<file path="config.mk">
export PLATFORM = sky130hd
export DESIGN_NAME = alu_acc
export DESIGN_NICKNAME = d
export VERILOG_FILES = /design/src/rtl/alu_acc_pkg.sv /design/src/rtl/alu_acc_core.sv /design/src/rtl/alu_acc.sv
export SDC_FILE = /design/constraint.sdc
export NUM_CORES = 1
export LEC_CHECK = 0
export BUFFER_PORTS_ARGS = -buffer_cell sky130_fd_sc_hd__buf_4
export CORE_UTILIZATION = 39
export DETAILED_ROUTE_END_ITERATION = 8
export GPL_TIMING_DRIVEN = 0
export PLACE_DENSITY_LB_ADDON = 0.1
export SLEW_MARGIN = 40
export SYNTH_ARGS = -nofsm -noshare
export SYNTH_HDL_FRONTEND = slang
export SYNTH_SLANG_ARGS = --single-unit
export TNS_END_PERCENT = 10
</file>
<file path="constraint.sdc">
create_clock -name clk -period 6.3 [get_ports clk]
set_input_delay 0.945 -clock clk [delete_from_list [all_inputs] [get_ports clk]]
set_output_delay 0.945 -clock clk [all_outputs]
set_load 0.03 [all_outputs]
</file>
<file path="src/rtl/alu_acc_pkg.sv">
// rtl/alu_acc_pkg.sv - opcode constants, flag bit indices and opcode decode for the accumulator ALU
package alu_acc_pkg;

   localparam logic [7:0] OPC_LOAD_I  = 8'h01;
   localparam logic [7:0] OPC_LOAD_X  = 8'h02;
   localparam logic [1:0] CLS_ARITH   = 2'b01;
   localparam logic [1:0] CLS_LOGIC   = 2'b10;
   localparam logic [7:0] OPC_SHL     = 8'hC0;
   localparam logic [7:0] OPC_SHR     = 8'hC1;
   localparam logic [7:0] OPC_ROL     = 8'hC2;
   localparam logic [7:0] OPC_ROR     = 8'hC3;

   localparam int FLAG_ZERO  = 0;
   localparam int FLAG_CARRY = 1;
   localparam int FLAG_NEG   = 2;
   localparam int FLAG_OV    = 3;

   typedef enum logic [3:0] {
      OP_NONE,
      OP_ADD, OP_ADC, OP_SUB, OP_SBB,
      OP_AND, OP_OR,  OP_XOR, OP_NOT,
      OP_SHL, OP_SHR, OP_ROL, OP_ROR,
      OP_LDI, OP_LDX
   } alu_op_e;

   // Anything not recognised here (jumps, stores, NOP, holes in the ALU classes) decodes to OP_NONE.
   function automatic alu_op_e decode_op(input logic [7:0] ir);
      alu_op_e op;
      op = OP_NONE;
      if (ir == OPC_LOAD_I) begin
         op = OP_LDI;
      end else if (ir == OPC_LOAD_X) begin
         op = OP_LDX;
      end else if (ir[7:6] == CLS_ARITH && ir[5:3] == 3'b000) begin
         case (ir[1:0])
            2'b00:   op = OP_ADD;
            2'b01:   op = OP_ADC;
            2'b10:   op = OP_SUB;
            default: op = OP_SBB;
         endcase
      end else if (ir[7:6] == CLS_LOGIC && ir[5:3] == 3'b000) begin
         case (ir[1:0])
            2'b00:   op = OP_AND;
            2'b01:   op = OP_OR;
            2'b10:   op = OP_XOR;
            default: op = OP_NOT;
         endcase
      end else begin
         case (ir)
            OPC_SHL: op = OP_SHL;
            OPC_SHR: op = OP_SHR;
            OPC_ROL: op = OP_ROL;
            OPC_ROR: op = OP_ROR;
            default: op = OP_NONE;
         endcase
      end
      return op;
   endfunction

   // Arithmetic and shifts own CARRY/OV; logic ops and loads leave them alone.
   function automatic logic op_writes_cv(input alu_op_e op);
      return (op inside {OP_ADD, OP_ADC, OP_SUB, OP_SBB, OP_SHL, OP_SHR, OP_ROL, OP_ROR});
   endfunction

endpackage

</file>
<file path="src/rtl/alu_acc_core.sv">
// rtl/alu_acc_core.sv - combinational ALU datapath: result, carry/borrow and overflow
module alu_core
   import alu_acc_pkg::*;
#(
   parameter int DATA_WIDTH = 8
) (
   input  alu_op_e               op,
   input  logic [DATA_WIDTH-1:0] A,
   input  logic [DATA_WIDTH-1:0] B,
   input  logic                  Cin,
   output logic [DATA_WIDTH-1:0] R,
   output logic                  C,
   output logic                  V
);

   localparam int MSB = DATA_WIDTH - 1;

   logic [DATA_WIDTH:0] sum;
   logic [DATA_WIDTH:0] diff;
   logic                cin_add;
   logic                bin_sub;

   assign cin_add = (op == OP_ADC) ? Cin : 1'b0;
   assign bin_sub = (op == OP_SBB) ? Cin : 1'b0;
   // Extra top bit holds carry-out for add and the unsigned borrow for subtract.
   assign sum  = {1'b0, A} + {1'b0, B} + {{DATA_WIDTH{1'b0}}, cin_add};
   assign diff = {1'b0, A} - {1'b0, B} - {{DATA_WIDTH{1'b0}}, bin_sub};

   // Select result and carry/overflow by operation; C passes Cin through where it is not produced.
   always_comb begin
      R = A;
      C = Cin;
      V = 1'b0;
      case (op)
         OP_ADD, OP_ADC: begin
            R = sum[MSB:0];
            C = sum[DATA_WIDTH];
            V = (A[MSB] == B[MSB]) && (sum[MSB] != A[MSB]);
         end
         OP_SUB, OP_SBB: begin
            R = diff[MSB:0];
            C = diff[DATA_WIDTH];
            V = (A[MSB] != B[MSB]) && (diff[MSB] != A[MSB]);
         end
         OP_AND: R = A & B;
         OP_OR:  R = A | B;
         OP_XOR: R = A ^ B;
         OP_NOT: R = ~A;
         OP_SHL: begin
            R = {A[MSB-1:0], 1'b0};
            C = A[MSB];
         end
         OP_SHR: begin
            R = {1'b0, A[MSB:1]};
            C = A[0];
         end
         OP_ROL: begin
            R = {A[MSB-1:0], Cin};
            C = A[MSB];
         end
         OP_ROR: begin
            R = {Cin, A[MSB:1]};
            C = A[0];
         end
         OP_LDI, OP_LDX: R = B;
         default: begin
            R = A;
            C = Cin;
         end
      endcase
   end

endmodule

</file>
<file path="src/rtl/alu_acc.sv">
// rtl/alu_acc.sv - accumulator and flag registers with execute gating around alu_core
module alu_acc
   import alu_acc_pkg::*;
#(
   parameter int DATA_WIDTH = 8
) (
   input  logic                  clk,
   input  logic                  arst,
   input  logic                  Exec,
   input  logic [DATA_WIDTH-1:0] IR,
   input  logic [DATA_WIDTH-1:0] IBR,
   input  logic [DATA_WIDTH-1:0] MBR,
   output logic [DATA_WIDTH-1:0] AR,
   output logic [3:0]            Flags
);

   localparam int MSB = DATA_WIDTH - 1;

   logic [DATA_WIDTH-1:0] ar_q, ar_d;
   logic [3:0]            flags_q, flags_d;
   alu_op_e               op;
   logic [DATA_WIDTH-1:0] operand_b;
   logic [DATA_WIDTH-1:0] core_r;
   logic                  core_c;
   logic                  core_v;

   assign op = decode_op(IR[7:0]);

   // Loads name their source directly; ALU classes pick MBR/IBR with IR[2].
   always_comb begin
      operand_b = MBR;
      if (op == OP_LDI) begin
         operand_b = IBR;
      end else if (op == OP_LDX) begin
         operand_b = MBR;
      end else if (IR[2]) begin
         operand_b = IBR;
      end
   end

   alu_core #(
      .DATA_WIDTH (DATA_WIDTH)
   ) u_alu_core (
      .op  (op),
      .A   (ar_q),
      .B   (operand_b),
      .Cin (flags_q[FLAG_CARRY]),
      .R   (core_r),
      .C   (core_c),
      .V   (core_v)
   );

   // Next accumulator/flags: only a recognised op under Exec changes anything.
   always_comb begin
      ar_d    = ar_q;
      flags_d = flags_q;
      if (Exec && op != OP_NONE) begin
         ar_d              = core_r;
         flags_d[FLAG_ZERO] = (core_r == '0);
         flags_d[FLAG_NEG]  = core_r[MSB];
         if (op_writes_cv(op)) begin
            flags_d[FLAG_CARRY] = core_c;
            flags_d[FLAG_OV]    = core_v;
         end
      end
   end

   // State registers; reset wins over Exec and leaves only ZERO set.
   always_ff @(posedge clk) begin
      if (arst) begin
         ar_q    <= '0;
         flags_q <= 4'b0001;
      end else begin
         ar_q    <= ar_d;
         flags_q <= flags_d;
      end
   end

   assign AR    = ar_q;
   assign Flags = flags_q;

endmodule

</file>
# --- Word level (Yosys, flattened, before mapping) ---
# Index checks and enable logic that the tools add are counted.
word_totals:
  latch_bits: 0
  mem_bits_rw: 0
  output_inout_bits: 12
  inputBits: 27
  regBits: 12
  memories: 0
  romBits: 0
classes:
  n_mux: 15
  multipliers: 0
  bitwise_logic: 4
  addsub: 4
  order_cmp: 0
  n_eq_ne: 28
  reduce_logical: 18
  shift: 0
  div: 0
ops:
  columns: ["op", "n"]
  rows:
  - ["$pmux W8 S11", 1]
  - ["$eq A8 B8 Y1 const B", 4]
  - ["$eq A4 B4 Y1 const B", 7]
  - ["$mux W8", 3]
  - ["$eq A4 B3 Y1 const B", 4]
  - ["$mux W4", 4]
  - ["$pmux W4 S4", 1]
  - ["$pmux W4 S3", 1]
  - ["$reduce_or A2 Y1", 5]
  - ["$add A8 B8 Y9", 1]
  - ["$add A9 B1 Y9", 1]
  - ["$pmux W3 S3", 1]
  - ["$sub A8 B8 Y9", 1]
  - ["$sub A9 B1 Y9", 1]
  - ["$and A8 B8 Y8", 1]
  - ["$eq A4 B2 Y1 const B", 2]
  - ["$eq A8 B1 Y1 const B", 1]
  - ["$eq A8 B2 Y1 const B", 1]
  - ["$logic_not A8 Y1", 1]
  - ["$not A8 Y8", 1]
  - ["$or A8 B8 Y8", 1]
  - ["$reduce_bool A4 Y1", 2]
  - ["$reduce_bool A8 Y1", 1]
  - ["$xor A8 B8 Y8", 1]
  - ["other kinds (13)", 22]

# --- Longest topological paths before layout ---
depth:
  ltp_word: 14
  depth_mapped: 22

# --- Modules after synthesis ---
# Synthesis repeated with hierarchy kept, for this count alone.
unflattened:
  hier_cells: 406
  hier_area_um2: 2936.6
modules_own_cells:
  columns: ["module", "cells_per_inst", "seq_area_each_um2", "area_per_inst_um2", "n_inst"]
  rows:
  - ["alu_core", 295, 0.0, 1923.1, 1]
  - ["alu_acc", 111, 220.2, 1013.5, 1]

# --- Worst setup path after synthesis ---
# OpenSTA, ideal clock, no wires.
synth_path:
  kind: "in2reg"
  from: "input IR[5]"
  to: "register flags_q[1], in the netlist Flags[1]"
  required_ps: 6168
  path_slack_ps: 1108
  setup_time_ps: 132
  t_arrival_ps: 5060
  path_stages: 19
  path_cell_list: "or4_4 buf_6 o21ai_1 o21ai_1 a21oi_2 mux2i_1 xor2_1 ha_1 a21o_1 fa_1 nand2b_1 a21oi_1 o21ai_0 a21o_1 a21oi_1 xor2_1 a221o_1 o21ai_0 a21oi_1"
synth_between:
  elab_chain_len: 12
synth_rtl:
  columns: ["element", "line_no", "text"]
  rows:
  - ["from (decl)", "alu_acc.sv:10", "input logic [DATA_WIDTH-1:0] IR,"]
  - ["$eq A8 B8 Y1 or $logic_not A3 Y1 (tied branches)", "alu_acc_pkg.sv:49, alu_acc_pkg.sv:34, alu_acc_pkg.sv:41", null]
  - ["$pmux W4 S4 or $logic_and A1 B1 Y1 (tied branches)", "alu_acc_pkg.sv:49, alu_acc_pkg.sv:41", null]
  - ["$mux W4", "alu_acc_pkg.sv:41", "end else if (ir[7:6] == CLS_LOGIC && ir[5:3] == 3'b000) begin"]
  - ["$mux W4", "alu_acc_pkg.sv:34", "end else if (ir[7:6] == CLS_ARITH && ir[5:3] == 3'b000) begin"]
  - ["$mux W4", "alu_acc_pkg.sv:32", "end else if (ir == OPC_LOAD_X) begin"]
  - ["$mux W4 (*)", "alu_acc_pkg.sv:30", "if (ir == OPC_LOAD_I) begin"]
  - ["$eq A4 B4 Y1", "alu_acc.sv:34", "end else if (op == OP_LDX) begin"]
  - ["$mux W8", "alu_acc.sv:34", null]
  - ["$mux W8", "alu_acc.sv:32", "if (op == OP_LDI) begin"]
  - ["$sub A8 B8 Y9 or $add A8 B8 Y9 (tied branches)", "alu_acc_core.sv:27, alu_acc_core.sv:26", null]
  - ["$sub A9 B1 Y9 or $add A9 B1 Y9 (tied branches)", "alu_acc_core.sv:27, alu_acc_core.sv:26", null]
  - ["$pmux W1 S4", "alu_acc_core.sv:34", "case (op)"]
  - ["to (signal assigned)", "alu_acc.sv:75", "flags_q <= flags_d;"]
  - ["to (decl)", "alu_acc.sv:20", "logic [3:0] flags_q, flags_d;"]
# Every way passes the cells marked *; elsewhere a longest branch is shown, timed or not.
# A chain may end at the register's enable or synchronous reset.

# --- Worst setup path in the final report ---
layout_path:
  from: "input IR[0]"
  to: "register flags_q[1], in the netlist Flags[1]"
layout_between:
  elab_chain_len: 12
layout_rtl:
  columns: ["element", "line_no", "text"]
  rows:
  - ["$eq A8 B8 Y1, or another cell as far along", "alu_acc_pkg.sv:49", "case (ir)"]
  - ["$pmux W4 S4 or $pmux W4 S3 (tied branches)", "alu_acc_pkg.sv:49, alu_acc_pkg.sv:42", null]
  - ["$mux W4", "alu_acc_pkg.sv:41", null]
  - ["$mux W4", "alu_acc_pkg.sv:34", null]
  - ["$mux W4", "alu_acc_pkg.sv:32", null]
  - ["$mux W4 (*)", "alu_acc_pkg.sv:30", null]
  - ["$eq A4 B4 Y1", "alu_acc.sv:34", null]
  - ["$mux W8", "alu_acc.sv:34", null]
  - ["$mux W8", "alu_acc.sv:32", null]
  - ["$sub A8 B8 Y9 or $add A8 B8 Y9 (tied branches)", "alu_acc_core.sv:27, alu_acc_core.sv:26", null]
  - ["$sub A9 B1 Y9 or $add A9 B1 Y9 (tied branches)", "alu_acc_core.sv:27, alu_acc_core.sv:26", null]
  - ["$pmux W1 S4", "alu_acc_core.sv:34", null]
# Marks and branches as above.

==> flow_summary.ini <==
[worst_setup_path]
crit_top_cell = a21oi_1
critPathKind = in -> reg
cp_cell_sequence = buf_4 > inv_1 > ha_1 > nor2_1 > a2bb2oi_1 > o21ai_1 > o21ai_1 > a21oi_4 > mux2i_2 > xor2_1 > ha_1 > a21o_1 > fa_1 > nand2b_1 > a21oi_1 > o21ai_0 > a21o_1 > a21oi_1 > xor2_1 > a221o_1 > o21ai_0 > a21oi_1
critPathTopFamily = compound AO/OA/AOI/OAI gates
required_ns = 6.41
r2r_setup_slack_ns = 2.71
critPathSlowestCell = a21oi_4
cp-end-kind = register
worstRegToRegCells = 14
critical_path_arrival_ns = 6.00
cp.depth = 22
r2r-end = Flags[1]
slowest_delay_ns = 0.46
crit_buf_inv = 2
critPathLaunch = IR[0]
cp-start-kind = primary input
critPathCapture = Flags[1]
critPathMaxFanout = 8
reg2reg_from = Flags[1]

[layout]
n_fill_cell = 737
stdcell_count = 511
synthToLayoutAreaGrowth_pct = 17.2
final_cell_mix = 40 x buf_4, 35 x ha_1, 34 x inv_1, 34 x nor2_1, 26 x nand2_1
diodes = 0
nets = 481
final_common_cell = buf_4
drive_gt1_share_pct = 18.8

[placed_design]
placed_cells = 507
io_buffers = 38
hpwl_um = 7170
place_congestion = 0.938
post-place-ws_ns = -0.0761

[synth]
post_synth_instance_area_mm2 = 0.00276
synth_edf_count = 0
yosys_warnings = 0
synth_top_area_share_pct = 15.8
synthCells = 373
synthDistinctLibCells = 75
yosysTopAreaCell = ha_1
avgSynthCellArea_um2 = 7.41
synth_area_leaders = ha_1 16%, dfxtp_1 8.0%, inv_1 4.6%
async_reset_ff_share_pct = 0
ys_seq_area_share_pct = 7.97
syn-num-nets = 438
synth-main-ff-cell = dfxtp_1
synth_seq_cells = 11

[timing]
slew_viol_final = 0
maxSlewHeadroom_pct = 41.0
setup_viol = 0
setup-tns-final_ns = 0
tightestPinTransition_ns = 0.876
fmax_ghz = 0.170
hold-worst-slack_ns = 0.453
hold_viol_final = 0
period_share_pct = 93.4
min_period_ns = 5.89
fin_skew_ns = 0.00174
timing.final.ws_setup_ns = 0.413

[floorplanning]
dieWidth_um = 86.2
die_area_mm2 = 0.00743
coreArea_mm2 = 0.00683
start_util_pct = 40.5
boundaryPins = 39
rows = 30
die_h_um = 86.2

[drt]
antenna_left = 0
drt_iter0_drc = 288
wirelength_um = 9370
dr_total_vias = 3036
vias_per_cell = 5.94
wire_per_inst_um = 18.3
drc = 0
firstDrtPassIters = 5

[clocking]
ctsHtreeMaxLevel = 1
clock_path_buffers = 2
insertion_delay_ns = 0.25
clockRootBuffer = clkbuf_8
cts_setup_buffers = 0
cts_tree = done
cts.clk_slew.worst_paths_ns = 0.06
cts_buffers = 3
clock-sinks = 11

[power_and_ir_drop]
powerDensity_mw_per_mm2 = 105
ir_drop_uv = 65.8
p_leak_nw = 1.40

[grt]
track_usage_pct = 25.9
grt_max_degree = 12
grt_pass1_vias = 2786
grt-ovfl-total = 0
grt_pass1_wl_um = 14900
antenna_found_initial = 0

[run]
cap_violations = 0

[worst_hold_path]
min_from = Flags[3]
hp-class = reg -> reg

[run_status]
outcome = completed
cells in the mapped netlist, types with 6 or more instances:
master and instances:
mux2_2 6, o21ai_0 13, dfxtp_1 11, o221ai_1 6, buf_2 6, a21oi_1 25, nand2_1 26, o211ai_1 6
nor3_1 11, a211oi_1 8, nand2b_1 9, nor2_1 34, ha_1 35, nand3_1 12, xnor2_1 7, mux2i_1 8
o22ai_1 6, inv_1 34
worst register-to-register path: stages, from the launching register on:
cell	delay [ns]
dfxtp_1	0.46
nand3_1	0.20
xor2_1	0.19
ha_1	0.19
a21o_1	0.18
fa_1	0.37
nand2b_1	0.21
a21oi_1	0.26
o21ai_0	0.25
a21o_1	0.25
a21oi_1	0.19
xor2_1	0.10
a221o_1	0.31
o21ai_0	0.18
a21oi_1	0.09
state kept, by name (all words and copies together) (netlist names):
name,count
Flags,3
AR,8
timing repair:
action,in CTS,in global routing
hold buffers,0,0
endpoints found under the setup margin,0,5
gates resized for setup,0,3
stage by stage:
stage / power, mW / cell area (um^2) / utilization [%]
floorplan: 0.199 / 2760 / -
CTS: 0.336 / 3210 / 47.1
global placement: 0.253 / 3170 / 46.4
detailed placement: 0.255 / 3170 / 46.4
finish: 0.340 / 3240 / 47.4
global route: 0.363 / 3240 / 47.4
cells by family after synthesis:
group	synth area share, %
fa+ha+maj	18.0
simple gates	25.2
mux	5.34
buf+inv	7.65
xor+xnor	3.80
flops	7.97
compound gates	32.1
how the worst min path moves through the flow:
stage                           to  slack (ns)  cells after the start
final                     Flags[3]        0.45                      2
after detailed placement  Flags[3]        0.45                      2
after global routing      Flags[3]        0.47                      2
after floorplan           Flags[1]        0.48                      2
after CTS                 Flags[3]        0.46                      2
after global placement    Flags[3]        0.44                      2
area by class of cell:
| class | count | area (um^2) | share of cell area, % |
|---|---|---|---|
| sequential | 11 | 220 | 6.80 |
| inverter | 34 | 128 | 3.94 |
| clock buffer | 4 | 45.0 | 1.39 |
| multi-input combinational | 314 | 2360 | 72.8 |
| tap | 96 | 120 | 3.71 |
| timing repair buffer | 38 | 285 | 8.81 |
| buffer | 14 | 83.8 | 2.59 |
layer usage:
layer / up-vias / routed length (um) / track usage, %
met2: 119 / 4090 / 41.1
met1: 1440 / 4550 / 36.8
met4: 0 / 89 / 3.94
met5: - / 0 / 0
li1: 1465 / - / -
met3: 12 / 642 / 5.24
where the power goes:
part           total, mW  switching, mW  leakage (nW)  internal (mW)
registers         0.0743        0.00309        0.0889         0.0712
clock network     0.0812         0.0363        0.0228         0.0449
logic              0.184          0.108          1.29         0.0762
total              0.340          0.148          1.40          0.192
Note: power is estimated with default switching activity, not from simulation.
